$ cat src/rtl/cpu.sv
// cpu: small multi-cycle 32-bit load/store core.
//
// Sixteen 32-bit registers and a byte-addressed little-endian memory space.
// Instruction fetches and data loads share the read port. Stores use the
// write port. Both ports use ready handshakes.
//
// Optional feature: define CPU_MUL_EN to enable opcode 0x12 (MUL). In the
// default build that opcode executes as a NOP.
//
// Ports:
//   clk              rising-edge clock
//   reset            asynchronous, active-high reset
//   m_in_addr        read byte address (fetch pc or load effective address)
//   m_in_data        read data, byte at addr in [7:0]
//   m_in_ready       m_in_data is valid for m_in_addr this cycle
//   m_out_addr       write byte address
//   m_out_data       write data, low bytes used for narrow writes
//   m_out_sig_write  0 none, 1 byte, 2 halfword, 3 word
//   m_out_ready      write accepted at this clock edge
//
// state   | meaning
// --------+-----------------------------------------------------------
// S_FETCH | m_in_addr=pc, latch instruction when m_in_ready
// S_EXEC  | decode/execute, compute ea for memory ops
// S_LOAD  | m_in_addr=ea, write rd when m_in_ready
// S_STORE | write port driven, hold until m_out_ready
// S_HALT  | idle until reset
module cpu #(
    parameter logic [31:0] RESET_PC = 32'h0000_0000
) (
    input  logic        clk,
    input  logic        reset,
    output logic [31:0] m_in_addr,
    input  logic [31:0] m_in_data,
    input  logic        m_in_ready,
    output logic [31:0] m_out_addr,
    output logic [31:0] m_out_data,
    output logic [1:0]  m_out_sig_write,
    input  logic        m_out_ready
);

    localparam logic [7:0] OP_LI   = 8'h01;
    localparam logic [7:0] OP_ADD  = 8'h02;
    localparam logic [7:0] OP_SUB  = 8'h03;
    localparam logic [7:0] OP_AND  = 8'h04;
    localparam logic [7:0] OP_OR   = 8'h05;
    localparam logic [7:0] OP_XOR  = 8'h06;
    localparam logic [7:0] OP_ADDI = 8'h07;
    localparam logic [7:0] OP_SHL  = 8'h08;
    localparam logic [7:0] OP_SHR  = 8'h09;
    localparam logic [7:0] OP_LW   = 8'h0A;
    localparam logic [7:0] OP_LB   = 8'h0B;
    localparam logic [7:0] OP_SW   = 8'h0C;
    localparam logic [7:0] OP_SH   = 8'h0D;
    localparam logic [7:0] OP_SB   = 8'h0E;
    localparam logic [7:0] OP_BEQ  = 8'h0F;
    localparam logic [7:0] OP_BNE  = 8'h10;
    localparam logic [7:0] OP_JMP  = 8'h11;
`ifdef CPU_MUL_EN
    localparam logic [7:0] OP_MUL  = 8'h12;
`endif
    localparam logic [7:0] OP_HALT = 8'h1F;

    typedef enum logic [2:0] {
        S_FETCH,
        S_EXEC,
        S_LOAD,
        S_STORE,
        S_HALT
    } state_t;

    state_t      state, state_nxt;
    logic [31:0] regs [16];
    logic [31:0] pc, pc_nxt;
    logic [31:0] command;
    logic [31:0] ea;

    logic [7:0]  op;
    logic [3:0]  rd_a, rs1_a, rs2_a;
    logic [31:0] imm_s, rd_v, rs1_v, rs2_v, ea_calc, br_tgt;

    logic        reg_we;
    logic [31:0] reg_wd;
    logic        st_start;
    logic [1:0]  st_size;

    assign op      = command[31:24];
    assign rd_a    = command[23:20];
    assign rs1_a   = command[19:16];
    assign rs2_a   = command[15:12];
    assign imm_s   = {{16{command[15]}}, command[15:0]};
    assign rd_v    = regs[rd_a];
    assign rs1_v   = regs[rs1_a];
    assign rs2_v   = regs[rs2_a];
    assign ea_calc = rs1_v + imm_s;
    // pc already points past the branch when it executes
    assign br_tgt  = pc - 32'd4 + imm_s;

    assign m_in_addr = (state == S_LOAD) ? ea : pc;

    always_comb begin
        state_nxt = state;
        pc_nxt    = pc;
        reg_we    = 1'b0;
        reg_wd    = '0;
        st_start  = 1'b0;
        st_size   = 2'd0;
        case (state)
            S_FETCH: begin
                if (m_in_ready) begin
                    state_nxt = S_EXEC;
                    pc_nxt    = pc + 32'd4;
                end
            end
            S_EXEC: begin
                state_nxt = S_FETCH;
                case (op)
                    OP_LI:   begin reg_we = 1'b1; reg_wd = imm_s;                  end
                    OP_ADD:  begin reg_we = 1'b1; reg_wd = rs1_v + rs2_v;          end
                    OP_SUB:  begin reg_we = 1'b1; reg_wd = rs1_v - rs2_v;          end
                    OP_AND:  begin reg_we = 1'b1; reg_wd = rs1_v & rs2_v;          end
                    OP_OR:   begin reg_we = 1'b1; reg_wd = rs1_v | rs2_v;          end
                    OP_XOR:  begin reg_we = 1'b1; reg_wd = rs1_v ^ rs2_v;          end
                    OP_ADDI: begin reg_we = 1'b1; reg_wd = ea_calc;                end
                    OP_SHL:  begin reg_we = 1'b1; reg_wd = rs1_v << rs2_v[4:0];    end
                    OP_SHR:  begin reg_we = 1'b1; reg_wd = rs1_v >> rs2_v[4:0];    end
`ifdef CPU_MUL_EN
                    OP_MUL:  begin reg_we = 1'b1; reg_wd = rs1_v * rs2_v;          end
`endif
                    OP_LW, OP_LB: state_nxt = S_LOAD;
                    OP_SW:   begin st_start = 1'b1; st_size = 2'd3; state_nxt = S_STORE; end
                    OP_SH:   begin st_start = 1'b1; st_size = 2'd2; state_nxt = S_STORE; end
                    OP_SB:   begin st_start = 1'b1; st_size = 2'd1; state_nxt = S_STORE; end
                    OP_BEQ:  if (rd_v == rs1_v) pc_nxt = br_tgt;
                    OP_BNE:  if (rd_v != rs1_v) pc_nxt = br_tgt;
                    OP_JMP:  pc_nxt = br_tgt;
                    OP_HALT: state_nxt = S_HALT;
                    default: ;
                endcase
            end
            S_LOAD: begin
                if (m_in_ready) begin
                    reg_we    = 1'b1;
                    reg_wd    = (op == OP_LB) ? {24'h0, m_in_data[7:0]} : m_in_data;
                    state_nxt = S_FETCH;
                end
            end
            S_STORE: begin
                if (m_out_ready) state_nxt = S_FETCH;
            end
            S_HALT: ;
            default: state_nxt = S_FETCH;
        endcase
    end

    always_ff @(posedge clk or posedge reset) begin
        if (reset) begin
            state           <= S_FETCH;
            pc              <= RESET_PC;
            command         <= '0;
            ea              <= '0;
            m_out_addr      <= '0;
            m_out_data      <= '0;
            m_out_sig_write <= 2'd0;
            for (int i = 0; i < 16; i++) regs[i] <= '0;
        end else begin
            state <= state_nxt;
            pc    <= pc_nxt;
            if (state == S_FETCH && m_in_ready) command <= m_in_data;
            // ea is captured before any writeback, so rd==rs1 loads are safe
            if (state == S_EXEC) ea <= ea_calc;
            if (reg_we) regs[rd_a] <= reg_wd;
            if (st_start) begin
                m_out_addr      <= ea_calc;
                m_out_data      <= rd_v;
                m_out_sig_write <= st_size;
            end else if (state == S_STORE && m_out_ready) begin
                m_out_sig_write <= 2'd0;
            end
        end
    end

endmodule

$ cat config.mk
export PLATFORM = sky130hd
export DESIGN_NAME = cpu
export DESIGN_NICKNAME = d
export VERILOG_FILES = /design/src/rtl/cpu.sv
export SDC_FILE = /design/constraint.sdc
export NUM_CORES = 2
export LEC_CHECK = 0
export BUFFER_PORTS_ARGS = -buffer_cell sky130_fd_sc_hd__buf_2
export CAP_MARGIN = 20
export CORE_MARGIN = 4
export CORE_UTILIZATION = 40
export CTS_BUF_LIST = sky130_fd_sc_hd__clkbuf_8
export DETAILED_ROUTE_END_ITERATION = 6
export PLACE_DENSITY = 0.52
export SLEW_MARGIN = 20
export SYNTH_ARGS = -nofsm -noshare
export SYNTH_HDL_FRONTEND = slang
export SYNTH_SLANG_ARGS = --single-unit
$ cat constraint.sdc
create_clock -name clk -period 22.9 [get_ports clk]
set_input_delay 2.29 -clock clk [delete_from_list [all_inputs] [get_ports clk]]
set_output_delay 2.29 -clock clk [all_outputs]
set_load 0.005 [all_outputs]
==> summary.md <==
| Metric | Value |
|---|---|
| Via count | `approximately 42000` |
| Chip Height | `about 360 µm` |
| Max Slew Vio Count | `0` |
| Min Tclk post-route | `a little over 9000 ps` |
| Crit path capture type | `flip-flop` |
| Outcome | `completed` |
| Clock transition at path regs | `~60 ps` |
| Post-synth ARST share | `between 90% and 100%` |
| Share of post-route cells with drive strength above 1 | `approximately 20%` |
| DP HPWL | `about 130000 µm` |
| Vias in the first global route | `41000` |
| H-tree levels | `4` |
| Mapped Area | `49000 µm²` |
| DRC | `0` |
| Sequential area share after synthesis | `34.6%` |
| Max-cap violations | `0` |
| Drt first-iter violations | `approximately 4500` |
| Reg2reg path depth | `25` |
| Final core utilization | `between 40% and 50%` |
| Fin crit share | `40.2%` |
| Slew headroom | `approximately 17%` |
| Io pins | `134` |
| DR pass1 iterations | `7` |
| Filler instances | `between 10000 and 15000` |
| Clock Latency Late Sink | `between 800 and 900 ps` |
| Maximum vdd drop | `between 60 and 70 µV` |
| Hold Crit Class | `flip-flop to flip-flop` |
| CTS tree | `yes` |
| Net Count, Synth | `between 5000 and 6000` |
| Layout Nets | `5246` |
| Hold path cells | `2` |
| Static leakage | `0.0237 µW` |
| Post-cts sizing count | `0` |
| Final Hold Fails | `0` |
| Detail-routed via count per cell | `around 6.3` |
| Critical path launch point type | `flip-flop` |
| Final GP Congestion | `1.02` |
| Starting density of the core | `between 40% and 50%` |
| Worst slew pin tran | `1240 ps` |
| Root Buffer | `clkbuf_8` |
| Sequential cell area | `between 15000 and 20000 µm²` |
| Area of the core | `between 100000 and 150000 µm²` |
| All-Layer GR Usage | `between 30% and 40%` |
| RSZ-0062 raised after global routing | `no` |
| Gr ovfl total | `0` |
| Mean Syn Cell Area | `approximately 10 µm²` |
| Unique masters post-synth | `86` |
| Yosys reg bits | `between 600 and 700` |
| Worst-case clock buffer depth | `3` |
| Mapped Cells | `5008` |
| Setup CP Type | `flip-flop to flip-flop` |
| Row cnt | `around 130` |
| Num Clock Sinks | `around 680` |
| Design Power | `4320 µW` |
| Total negative slack | `0 ps` |
| Syn. warnings | `0` |
| Initial antenna violation count | `5` |
| Post-CTS Hold Buffers | `0` |
| Multi-input gate area | `between 20000 and 30000 µm²` |
| CP arrival | `9870 ps` |
| WL per Instance | `29.4 µm` |
| Total Routed Length | `approximately 200000 µm` |
| Setup violations, final | `0` |
| Worst Path Required | `about 24000 ps` |
| Worst Skew | `48.7 ps` |
| Die width | `358 µm` |
| Prevailing post-synth register cell | `dfrtp_1` |
| Max Fclk | `~110 MHz` |
| Num CTS Buffers | `130` |
| Crit-path max FO | `95` |
| Largest net degree at the start of global routing | `155` |
| Port-buffer cells | `about 130` |
| Die footprint | `~130000 µm²` |
| Area delta synth->final | `10.1%` |
| First-pass GRT wire length | `about 290000 µm` |
| Setup Fix Bufs, Post-CTS | `0` |
| Post-synth EDFFs | `0` |
| Final ANT Viol Nets | `0` |
| Power per cell area | `80.2 nW/µm²` |
stage by stage:
stage                     hold WS [ps]  setup slack, ps  instances  instance area (µm²)
after floorplan                    440             1630       5008                49000
final                              467            13700       6733                53900
after detailed placement           458            13710       6502                51200
after global placement             454            13740       6501                51200
after global routing               493            13030       6732                53900
after CTS                          472            13680       6729                53900
power breakdown:
part | total (µW) | internal [µW] | switching (µW)
Clock | 1260 | 687 | 570
Sequential | 1380 | 1280 | 102
Combinational | 1690 | 627 | 1060
Total | 4320 | 2590 | 1730
path summary, 6_finish.rpt:
path | slack [ps] | from | end
min reg2reg | 470 | m_out_data[30]$_DFFE_PP0P_ | m_out_data[30]$_DFFE_PP0P_
max | 13700 | command[12]$_DFFE_PP0P_ | regs[63]$_DFFE_PP0P_
max reg2reg | 13700 | command[12]$_DFFE_PP0P_ | regs[63]$_DFFE_PP0P_
min in group asynchronous | 1560 | reset | regs[364]$_DFFE_PP0P_
min | 470 | m_out_data[30]$_DFFE_PP0P_ | m_out_data[30]$_DFFE_PP0P_
max in group asynchronous | 18440 | reset | command[18]$_DFFE_PP0P_
synth_stat cells (15+ instances only):
cell type | instances | area, µm²
clkbuf_1 | 274 | 1030
and3_1 | 21 | 131
nor3_1 | 38 | 190
a22oi_1 | 119 | 893
a211oi_1 | 27 | 203
a31oi_1 | 22 | 138
dfrtp_1 | 677 | 16900
nand2_1 | 959 | 3600
a211o_1 | 15 | 131
nand4_1 | 21 | 131
nor2_1 | 166 | 623
o22ai_1 | 36 | 225
o21a_1 | 19 | 143
o21ai_1 | 23 | 115
buf_2 | 56 | 280
o31ai_1 | 37 | 278
inv_1 | 188 | 706
xnor2_1 | 105 | 920
mux4_2 | 388 | 8740
buf_4 | 26 | 195
xor2_1 | 36 | 315
mux2i_1 | 135 | 1350
and2_1 | 16 | 100
o21ai_0 | 637 | 3190
nand3_1 | 48 | 240
ha_1 | 196 | 2450
a21o_1 | 40 | 300
o211ai_1 | 30 | 225
a221oi_1 | 38 | 333
a221o_1 | 17 | 170
buf_1 | 26 | 97.6
buf_6 | 18 | 203
a22o_1 | 38 | 333
a21oi_1 | 190 | 951
nand2b_1 | 18 | 113
mux2_2 | 106 | 1190
o21bai_1 | 15 | 113
routing by layer:
| layer | routed length (µm) | GRT usage (%) | part of all wire (%) |
|---|---|---|---|
| met1 | 85100 | 42.8 | 43 |
| met2 | 86400 | 46.0 | 44 |
| met3 | 17700 | 6.95 | 8.9 |
| met4 | 8640 | 12.1 | 4.4 |
| met5 | 34 | 0 | 0.017 |
placed cells by master (no fill, tap or decap), types with 30 or more instances in the layout:
| master | netlist | layout |
|---|---|---|
| o21ai_0 | 637 | 632 |
| mux2_2 | 106 | 106 |
| mux2i_1 | 135 | 135 |
| o211ai_1 | 30 | 30 |
| a21oi_1 | 190 | 189 |
| xnor2_1 | 105 | 105 |
| buf_4 | 26 | 136 |
| nand3_1 | 48 | 48 |
| o22ai_1 | 36 | 36 |
| buf_2 | 56 | 133 |
| xor2_1 | 36 | 36 |
| o31ai_1 | 37 | 34 |
| mux4_2 | 388 | 388 |
| clkbuf_8 | 0 | 159 |
| inv_1 | 188 | 232 |
| nor2_1 | 166 | 162 |
| a221oi_1 | 38 | 37 |
| ha_1 | 196 | 196 |
| dfrtp_1 | 677 | 670 |
| a22o_1 | 38 | 38 |
| nor3_1 | 38 | 33 |
| a22oi_1 | 119 | 119 |
| a21o_1 | 40 | 40 |
| nand2_1 | 959 | 943 |
state kept, by name (all words and copies together), names as in the netlist:
signal           count
regs               512
command             32
ea                  32
m_out_addr          32
m_out_data          32
pc                  32
state                3
m_out_sig_write      2
layout make-up:
cell class / count / share of cell area [%]
Multi-Input combinational cell: 3736 / 55.2
Sequential cell: 677 / 31.5
Clock buffer: 159 / 4.06
Tap cell: 1625 / 3.77
Timing Repair Buffer: 273 / 3.25
Inverter: 193 / 1.36
Clock inverter: 68 / 0.901
Antenna cell: 2 / 0.00928
critical path: stages (launching register included):
cell and delay (ps):
dfrtp_4 410, buf_12 540, buf_4 750, mux4_2 600
mux2i_1 140, mux2_2 180, buf_4 510, inv_1 130
nor2_1 650, nand3_1 370, nor2_1 390, and3_1 350
nor3b_1 730, a31oi_1 200, xnor2_1 160, ha_1 390
a21oi_1 170, o21ai_0 90, a21oi_1 130, o21ai_0 110
a2bb2oi_1 340, a31oi_1 200, and2_1 200, o211ai_1 140
and4_1 760, o31ai_1 180
logic make-up (layout without fill, tap and decap cells):
kind of cell	Yosys count	in the layout	synth area share [%]
AOI/OAI and AO/OA	1411	1411	18.0
and+or+nand+nor	1356	1356	11.5
adders and majority gates	199	199	5.13
xor gates and xnor gates	141	141	2.52
buffers and inverters	595	693	5.18
other	0	2	0
muxes	629	629	23.0
DFF	677	677	34.6
(Power assumes the default switching activity.)
